**config.mk**
```make
export PLATFORM = sky130hd
export DESIGN_NAME = instruction_fetch_flat
export DESIGN_NICKNAME = d
export VERILOG_FILES = /design/src/rtl/instruction_fetch_if.sv /design/src/rtl/instruction_fetch.sv /design/src/flat_wrapper.sv
export SDC_FILE = /design/constraint.sdc
export NUM_CORES = 1
export LEC_CHECK = 0
export ABC_AREA = 1
export CORE_MARGIN = 5
export CORE_UTILIZATION = 42
export CTS_CLUSTER_DIAMETER = 200
export DETAILED_ROUTE_END_ITERATION = 8
export PLACE_DENSITY = 0.89
export SLEW_MARGIN = 20
export SYNTH_ARGS = -nofsm -noshare
export SYNTH_HDL_FRONTEND = slang
export SYNTH_SLANG_ARGS = --single-unit
```
**constraint.sdc**
```tcl
create_clock -name Clk -period 2.05 [get_ports Clk]
set_input_delay 0.205 -clock Clk [delete_from_list [all_inputs] [get_ports Clk]]
set_output_delay 0.205 -clock Clk [all_outputs]
set_load 0.03 [all_outputs]
```
**src/rtl/instruction_fetch_if.sv**
```systemverilog
// Fetch-unit bus: SRAM read port, instruction handoff to decode, redirect and status.
interface instruction_fetch_if;
    logic [15:0] memAddress;
    logic [31:0] memData;
    logic [31:0] instr;
    logic [15:0] instrPC;
    logic        instrValid;
    logic        instrReady;
    logic        branchTaken;
    logic [15:0] branchTarget;
    logic        halted;
    logic [15:0] fetchCount;

    // Fetch unit side
    modport master (
        output memAddress, instr, instrPC, instrValid, halted, fetchCount,
        input  memData, instrReady, branchTaken, branchTarget
    );

    // Memory / decode side
    modport slave (
        input  memAddress, instr, instrPC, instrValid, halted, fetchCount,
        output memData, instrReady, branchTaken, branchTarget
    );
endinterface

```
**src/rtl/instruction_fetch.sv**
```systemverilog
// Instruction fetch: reads a combinational SRAM at the PC, presents one
// registered instruction per cycle to decode, and stops on the halt opcode.
module instruction_fetch #(
    parameter logic [15:0] RESET_PC    = 16'h0000,
    parameter int unsigned MEM_WORDS   = 1024,
    parameter logic [5:0]  HALT_OPCODE = 6'b111111
) (
    input logic              Clk,
    input logic              Reset,
    instruction_fetch_if.master bus
);
    // MEM_WORDS is a power of two, so wrap and target masking reduce to an AND.
    localparam logic [15:0] ADDR_MASK = 16'(MEM_WORDS - 1);

    typedef enum logic {
        RUN    = 1'b0,
        HALTED = 1'b1
    } state_e;

    state_e      state_q, state_d;
    logic [15:0] pc_q, pc_d;
    logic [31:0] instr_q, instr_d;
    logic [15:0] instr_pc_q, instr_pc_d;
    logic        instr_valid_q, instr_valid_d;
    logic [15:0] fetch_count_q, fetch_count_d;
    logic        halted_q, halted_d;

    logic        xfer;
    logic        slot_free;

    assign xfer      = instr_valid_q & bus.instrReady;
    assign slot_free = ~instr_valid_q | bus.instrReady;

    // State and datapath registers with synchronous reset
    always_ff @(posedge Clk) begin
        if (Reset) begin
            state_q       <= RUN;
            pc_q          <= RESET_PC & ADDR_MASK;
            instr_q       <= '0;
            instr_pc_q    <= '0;
            instr_valid_q <= 1'b0;
            fetch_count_q <= '0;
            halted_q      <= 1'b0;
        end else begin
            state_q       <= state_d;
            pc_q          <= pc_d;
            instr_q       <= instr_d;
            instr_pc_q    <= instr_pc_d;
            instr_valid_q <= instr_valid_d;
            fetch_count_q <= fetch_count_d;
            halted_q      <= halted_d;
        end
    end

    // Next state: a redirect always resumes RUN; a captured halt word stops fetch
    always_comb begin
        state_d = state_q;
        if (bus.branchTaken) begin
            state_d = RUN;
        end else if (state_q == RUN && slot_free && bus.memData[31:26] == HALT_OPCODE) begin
            state_d = HALTED;
        end
    end

    // Datapath next values: redirect flush, capture when the slot frees, drain in HALTED
    always_comb begin
        pc_d          = pc_q;
        instr_d       = instr_q;
        instr_pc_d    = instr_pc_q;
        instr_valid_d = instr_valid_q;
        fetch_count_d = fetch_count_q;

        // A transfer counts even when a redirect flushes the slot in the same cycle.
        if (xfer && fetch_count_q != 16'hFFFF) begin
            fetch_count_d = fetch_count_q + 16'd1;
        end

        if (bus.branchTaken) begin
            pc_d          = bus.branchTarget & ADDR_MASK;
            instr_valid_d = 1'b0;
        end else if (state_q == RUN) begin
            if (slot_free) begin
                instr_d       = bus.memData;
                instr_pc_d    = pc_q;
                instr_valid_d = 1'b1;
                pc_d          = (pc_q + 16'd1) & ADDR_MASK;
            end
        end else if (xfer) begin
            instr_valid_d = 1'b0;
        end

        halted_d = (state_d == HALTED);
    end

    assign bus.memAddress = pc_q;
    assign bus.instr      = instr_q;
    assign bus.instrPC    = instr_pc_q;
    assign bus.instrValid = instr_valid_q;
    assign bus.fetchCount = fetch_count_q;
    assign bus.halted     = halted_q;
endmodule
```
**src/flat_wrapper.sv**
```systemverilog
// flat-port wrapper written by rule: the top's interface ports become plain ports
module instruction_fetch_flat 
#(
    parameter logic [15:0] RESET_PC    = 16'h0000,
    parameter int unsigned MEM_WORDS   = 1024,
    parameter logic [5:0]  HALT_OPCODE = 6'b111111
)
  (Clk, Reset, bus_memAddress, bus_instr, bus_instrPC, bus_instrValid, bus_halted, bus_fetchCount, bus_memData, bus_instrReady, bus_branchTaken, bus_branchTarget);
  instruction_fetch_if bus_i ();
  input logic Clk;
  input logic Reset;
  output wire logic [$bits(bus_i.memAddress)-1:0] bus_memAddress;
  output wire logic [$bits(bus_i.instr)-1:0] bus_instr;
  output wire logic [$bits(bus_i.instrPC)-1:0] bus_instrPC;
  output wire logic [$bits(bus_i.instrValid)-1:0] bus_instrValid;
  output wire logic [$bits(bus_i.halted)-1:0] bus_halted;
  output wire logic [$bits(bus_i.fetchCount)-1:0] bus_fetchCount;
  input wire logic [$bits(bus_i.memData)-1:0] bus_memData;
  input wire logic [$bits(bus_i.instrReady)-1:0] bus_instrReady;
  input wire logic [$bits(bus_i.branchTaken)-1:0] bus_branchTaken;
  input wire logic [$bits(bus_i.branchTarget)-1:0] bus_branchTarget;
  assign bus_memAddress = bus_i.memAddress;
  assign bus_instr = bus_i.instr;
  assign bus_instrPC = bus_i.instrPC;
  assign bus_instrValid = bus_i.instrValid;
  assign bus_halted = bus_i.halted;
  assign bus_fetchCount = bus_i.fetchCount;
  assign bus_i.memData = bus_memData;
  assign bus_i.instrReady = bus_instrReady;
  assign bus_i.branchTaken = bus_branchTaken;
  assign bus_i.branchTarget = bus_branchTarget;
  instruction_fetch #(.RESET_PC(RESET_PC), .MEM_WORDS(MEM_WORDS), .HALT_OPCODE(HALT_OPCODE)) u_core (.Clk(Clk), .Reset(Reset), .bus(bus_i));
endmodule
```
==> results.py, run 1 <==
metrics = {
    "setup_path": {
        "cp_common_cell": "nand2_1",
        "timing.rr.end": "u_core.bus.fetchCount[10]$_SDFFE_PP0P_",
        "cp-end-kind": "flip-flop",
        "r2r_setup_slack_ns": 0.30,
        "critical_path_class": "flip-flop to flip-flop",
        "crit_required_ns": 2.28,
        "crit_fanout": 11,
        "max_stage_delay_ns": 0.45,
        "crit_slowest_cell": "dfxtp_1",
        "r2r_cells": 11,
        "r2r-start": "u_core.bus.fetchCount[0]$_SDFFE_PP0P_",
        "cp_cell_sequence": "ha_1, inv_1, nor2_2, nand2_2, nor2_4, nor2_4, buf_4, nand2_1, nand2_1, nand2_1, nor2_1",
        "arrival_ns": 1.98,
        "worstSetupStartpointType": "flip-flop",
    },
    "placed_design": {
        "dp_hpwl_um": 6710,
        "pre_cts_ws_ns": 0.243,
        "gp_congestion": 0.896,
        "io_buffers": 115,
    },
    "drt": {
        "vias": 3238,
        "wl_per_cell_um": 13.2,
        "ant_nets": 0,
        "dr.pass1.iters": 4,
        "drt-total-wl_um": 8780,
        "avgViaCountPerCell": 4.85,
        "drtIter0Drc": 132,
        "post-route-drc-count": 0,
    },
    "clock_tree": {
        "clock-sinks": 70,
        "cts.clk_slew.worst_paths_ns": 0.07,
        "post_cts_buffers": 0,
        "cts_root_buffer": "clkbuf_8",
        "cts_hold_buffers": 0,
        "cts_buffers": 9,
        "cts_max_level": 3,
        "worst_skew_pair.late_latency_ns": 0.33,
        "clock_path_buffers": 2,
        "cts_resized": 0,
        "cts_tree": "done",
    },
    "timing": {
        "max_freq_mhz": 571,
        "setup_slack_ns": 0.298,
        "hold_viol_final": 0,
        "fin_crit_ns": 1.75,
        "fin_crit_sh_pct": 85.5,
        "maxSlewViolCount": 0,
        "rsz0062_at_grt": "false",
        "skew_ns": 0.00535,
        "setup-violations-final": 0,
        "setup_tns_ns": 0,
    },
    "final_layout": {
        "final_core_util_pct": 63.0,
        "diodes": 0,
        "seqCellArea_um2": 1400,
        "nets": 617,
        "final_layout_size_suffix_gt1_share_pct": 7.39,
        "nFillCells": 638,
        "multiInputGateArea_um2": 1500,
        "syn_to_final_growth_pct": 45.6,
    },
    "power": {
        "sequentialPowerShare_pct": 44.8,
        "peakVddDrop_mv": 0.427,
        "switchingPower_w": 0.000923,
        "powerDensity_nw_per_um2": 729,
        "total_leakage_power_nw": 1.79,
        "netSwitchingFraction_pct": 27.7,
        "p_clk_share_pct": 35.4,
        "intPower_w": 0.00241,
        "comb_power_share_pct": 19.7,
    },
    "yosys": {
        "yosysWarnings": 0,
        "ys.flop_type": "dfxtp_1",
        "syn_area_um2": 3140,
        "synth.distinct_cells": 29,
        "async_flop_share_pct": 0,
        "synth_edf_count": 0,
        "synth_seq_cells": 70,
        "ys_top_cells_by_area": "dfxtp_1 45%, nor2_1 13%, nand2_1 10%",
        "synth_top_area_cell": "dfxtp_1",
        "yosys.area.top_type_share_pct": 44.6,
        "syn-mean-instance-area_um2": 7.03,
        "synth_seq_area_share_pct": 44.6,
        "yosysMostFrequentCell": "nor2_1",
        "synthCells": 447,
        "synth_common_cells": "112 x nor2_1, 87 x nand2_1, 70 x dfxtp_1",
    },
    "global_routing": {
        "grt_antenna_before_repair": 0,
        "grt_pass1_wl_um": 14000,
        "grt_max_degree": 30,
        "overflow": 0,
        "grt_pass1_vias": 3041,
        "grt_usage_pct": 19.2,
    },
    "min_path": {
        "min-delay-path-class": "flip-flop to flip-flop",
        "hold_end": "u_core.bus.instrValid$_SDFFE_PP0P_",
        "hold_depth": 1,
        "worstHoldStart": "u_core.state_q$_SDFFE_PP0P_",
    },
    "die": {
        "dieArea_um2": 9310,
        "die_y_um": 96.5,
        "num_rows": 31,
        "start_util_pct": 43.3,
        "core_area_um2": 7250,
        "ios": 134,
        "die_w_um": 96.5,
    },
    "job": {
        "cap_violations": 0,
    },
    "status": {
        "status": "complete, no violations",
    },
}
## final cells by class
| type | instances | area share, % |
|---|---|---|
| flip-flops and latches | 70 | 30.7 |
| well taps | 99 | 2.71 |
| clock inverters | 3 | 0.876 |
| inverters | 28 | 2.33 |
| clock buffers | 13 | 3.91 |
| repair buffers | 125 | 26.8 |
| multi-input cells | 329 | 32.7 |
## registers in the layout (all words and copies together), names as in the netlist
name / count
u_core.bus.instr: 32
u_core.bus.fetchCount: 16
u_core.bus.instrPC: 10
u_core.bus.memAddress: 10
u_core.bus.instrValid: 1
u_core.state_q: 1
## metrics by stage
stage                     area (um^2)  hold WS [ns]  total power (W)  std cells
final                            4570         0.479          0.00333        667
after global routing             4570         0.501          0.00348        667
after CTS                        4570         0.471          0.00337        667
after detailed placement         4350         0.467          0.00218        651
after global placement           4350         0.446          0.00217        651
after floorplan                  3180         0.367          0.00190        458
## power by group through the flow
stage	Sequential (W)	Combinational [W]	Clock, W
after detailed placement	0.00152	0.000659	0
after floorplan	0.00168	0.000220	0
after CTS	0.00149	0.000662	0.00121
final	0.00149	0.000658	0.00118
after global placement	0.00152	0.000647	0
after global routing	0.00150	0.000713	0.00126
## metal layers
metal  global-route usage, %  vias to the layer above  part of all wire, %
met3                    4.65                       12                  8.9
met5                       0                        -                    0
met4                    9.46                        0                  2.0
met1                    22.6                     1469                   40
li1                        -                     1632                    -
met2                    32.5                      125                   49
## worst max-delay path by stage
stage | start | end | slack (ns) | cells past startpoint
after floorplan | u_core.bus.fetchCount[0]$_SDFFE_PP0P_ | u_core.bus.fetchCount[11]$_SDFFE_PP0P_ | 0.31 | 9
after global placement | bus_instrReady | u_core.bus.instr[5]$_SDFFE_PP0P_ | 0.31 | 8
after detailed placement | bus_instrReady | u_core.bus.instr[27]$_SDFFE_PP0P_ | 0.24 | 8
after CTS | u_core.bus.fetchCount[0]$_SDFFE_PP0P_ | u_core.bus.fetchCount[10]$_SDFFE_PP0P_ | 0.28 | 11
after global routing | u_core.bus.fetchCount[0]$_SDFFE_PP0P_ | u_core.bus.fetchCount[10]$_SDFFE_PP0P_ | 0.1 | 11
final | u_core.bus.fetchCount[0]$_SDFFE_PP0P_ | u_core.bus.fetchCount[10]$_SDFFE_PP0P_ | 0.30 | 11
## cell families after synthesis
group / synth area share [%]
other: 0.119
XOR/XNOR: 2.23
AND/OR/NAND/NOR: 28.8
AO/OA/AOI/OAI: 14.4
buffers and inverters: 9.08
flip-flops: 44.6
adder cells (fa/ha/maj): 0.797
## worst max-delay path: cells and delay by family, from the launching register on
kind                     cells  cell delay, ns
adder cells (fa/ha/maj)      1            0.24
AND/OR/NAND/NOR              8            0.72
buffers and inverters        2            0.23
flip-flops                   1            0.45
## cell usage in the layout, fill, tap and decap left out
cell,n
nand2_1,87
conb_1,12
o21a_1,1
a31oi_1,1
inv_1,25
clkbuf_8,13
dfxtp_1,70
bufinv_16,1
clkinv_2,3
buf_4,10
a21oi_2,8
a211oi_1,2
xor2_1,4
nand3_1,12
nor2_1,112
clkdlybuf4s50_1,115
xnor2_1,4
nor2_2,1
nand2_2,1
nor2_4,2
a22oi_1,1
o21ai_0,53
ha_1,2
o21ai_1,1
a21oi_1,15
nand4_1,5
nand3_2,1
inv_2,2
nor3_1,4
Note: power is estimated with default switching activity, not from simulation.
==> inputs of run 2 (changes only) <==
--- a/config.mk
+++ b/config.mk
@@ -10,7 +10,9 @@
 export CORE_UTILIZATION = 42
 export CTS_CLUSTER_DIAMETER = 200
 export DETAILED_ROUTE_END_ITERATION = 8
+export GPL_ROUTABILITY_DRIVEN = 0
 export PLACE_DENSITY = 0.89
+export RECOVER_POWER = 25
 export SLEW_MARGIN = 20
 export SYNTH_ARGS = -nofsm -noshare
 export SYNTH_HDL_FRONTEND = slang
==> run 2 against run 1 <==
Clock-buffer cell count stayed put. Sequential share of layout area is 0.10 points higher. Clock power hardly changed. Worst setup slack worse by 0.0046 ns. Largest cell class unchanged. Clock skew is 0.0019 ns higher. Core utilization is 0.21 points lower. Combinational power is 1% lower. Sequential power hardly changed. Routed wire length hardly changed. Final cell count stayed put. Non-clock buffer count stayed put. First-iteration DRC count is 6.1% higher.
==> results.py, run 2 (same netlist as run 1, synthesis figures left out) <==
metrics = {
    "timing": {
        "fin_crit_ns": 1.76,
        "setup-violations-final": 0,
        "skew_ns": 0.00728,
        "maxSlewViolCount": 0,
        "setup_tns_ns": 0,
        "max_freq_mhz": 569,
        "max-slew-margin-rel_pct": 55.1,
        "rsz0062_at_grt": "false",
        "worst-slew-pin-transition_ns": 0.673,
        "hold_viol_final": 0,
        "fin_crit_sh_pct": 85.7,
        "timing.hold.ws_ns": 0.476,
    },
    "clock_tree": {
        "clock_path_buffers": 2,
        "clock-sinks": 70,
        "cts_buffers": 9,
        "post_cts_buffers": 0,
        "cts_hold_buffers": 0,
        "cts_max_level": 3,
        "worst_skew_pair.late_latency_ns": 0.33,
        "cts_root_buffer": "clkbuf_8",
        "cts_resized": 0,
        "cts.clk_slew.worst_paths_ns": 0.07,
        "cts_tree": "done",
    },
    "setup_path": {
        "max_stage_delay_ns": 0.45,
        "startpoint": "u_core.bus.fetchCount[0]$_SDFFE_PP0P_",
        "cp_cell_sequence": "ha_1, inv_1, nor2_2, nand2_2, nor2_4, nor2_4, buf_4, nand2_1, nand2_1, nand2_1, nor2_1",
        "crit_slowest_cell": "dfxtp_1",
        "crit_required_ns": 2.27,
        "r2r-start": "u_core.bus.fetchCount[0]$_SDFFE_PP0P_",
        "arrival_ns": 1.98,
        "path_delay_family": "simple AND/OR/NAND/NOR gates",
        "r2r_setup_slack_ns": 0.29,
        "cp-end-kind": "flip-flop",
        "worstSetupStartpointType": "flip-flop",
        "path_buf_inv": 2,
        "crit_fanout": 11,
        "critical_path_class": "flip-flop to flip-flop",
        "cp_common_cell": "nand2_1",
    },
    "job": {
        "cap_violations": 0,
    },
    "drt": {
        "vias": 3233,
        "drtIter0Drc": 140,
        "avgViaCountPerCell": 4.85,
        "wl_per_cell_um": 13.2,
        "ant_nets": 0,
        "dr.pass1.iters": 4,
        "post-route-drc-count": 0,
        "drt-total-wl_um": 8780,
    },
    "die": {
        "dieArea_um2": 9310,
        "num_rows": 31,
        "ios": 134,
        "die_y_um": 96.5,
        "core_area_um2": 7250,
        "die_w_um": 96.5,
        "start_util_pct": 43.3,
    },
    "final_layout": {
        "syn_to_final_growth_pct": 45.1,
        "nFillCells": 643,
        "final_layout_size_suffix_gt1_share_pct": 6.69,
        "final_cell_mix": "112 x nor2_1, 107 x clkdlybuf4s50_1, 87 x nand2_1, 70 x dfxtp_1, 53 x o21ai_0",
        "final_core_util_pct": 62.8,
        "largest_reg_flops": 32,
        "diodes": 0,
        "final_common_cell": "nor2_1",
        "nets": 617,
        "stdcell_area_um2": 4560,
    },
    "global_routing": {
        "grt_usage_pct": 19.2,
        "grt_max_degree": 30,
        "grt_antenna_before_repair": 0,
        "grt_pass1_wl_um": 14000,
        "grt_pass1_vias": 3041,
        "overflow": 0,
    },
    "placed_design": {
        "io_buffers": 115,
        "dpl_cell_area_um2": 4350,
        "dp_hpwl_um": 6710,
    },
    "min_path": {
        "min-delay-path-class": "flip-flop to flip-flop",
        "worstHoldStart": "u_core.state_q$_SDFFE_PP0P_",
    },
    "power": {
        "powerDensity_nw_per_um2": 730,
        "peakVddDrop_mv": 0.427,
        "total_leakage_power_nw": 1.79,
    },
    "status": {
        "status": "complete, no violations",
    },
}
-- run 2: cell count changes in the layout (fill, tap and decap cells not counted) --
cell,before,now
buf_4,10,7
clkbuf_1,0,2
clkbuf_2,0,1
clkdlybuf4s50_1,115,107
dlygate4sd3_1,0,8
inv_1,25,26
inv_2,2,1
nand3_1,12,13
nand3_2,1,0
-- run 2: stage by stage --
step                power (W)  instances  worst slack (ns)
floorplan             0.00190        458             0.310
detailed placement    0.00218        651             0.243
global placement      0.00217        651             0.306
finish                0.00333        667             0.293
global route          0.00347        667            0.0937
CTS                   0.00337        667             0.280
-- run 2: power breakdown --
part	leakage [nW]	internal (W)	switching [W]
Clock	0.115	0.000691	0.000491
Sequential	0.577	0.00144	0.0000531
Combinational	1.10	0.000271	0.000380
-- run 2: layer usage --
metal	track usage [%]	vias up	part of all wire, %
met1	22.6	1471	41
met5	0	-	0
met3	4.65	10	8.6
met4	9.46	0	1.7
met2	32.5	120	49
li1	-	1632	-
-- run 2: cell type report --
| type | instances | area [um^2] | area share (%) |
|---|---|---|---|
| well taps | 99 | 124 | 2.72 |
| multi-input cells | 329 | 1490 | 32.7 |
| clock inverters | 3 | 40.0 | 0.879 |
| repair buffers | 125 | 1220 | 26.7 |
| flip-flops and latches | 70 | 1400 | 30.8 |
| clock buffers | 13 | 179 | 3.93 |
| inverters | 28 | 106 | 2.33 |
-- run 2: path summary, 6_finish.rpt --
path | endpoint | cells after the start
hold reg to reg | u_core.bus.instrValid$_SDFFE_PP0P_ | 1
setup / recovery | u_core.bus.fetchCount[10]$_SDFFE_PP0P_ | 11
hold / removal | u_core.bus.instrValid$_SDFFE_PP0P_ | 1
setup reg to reg | u_core.bus.fetchCount[10]$_SDFFE_PP0P_ | 11
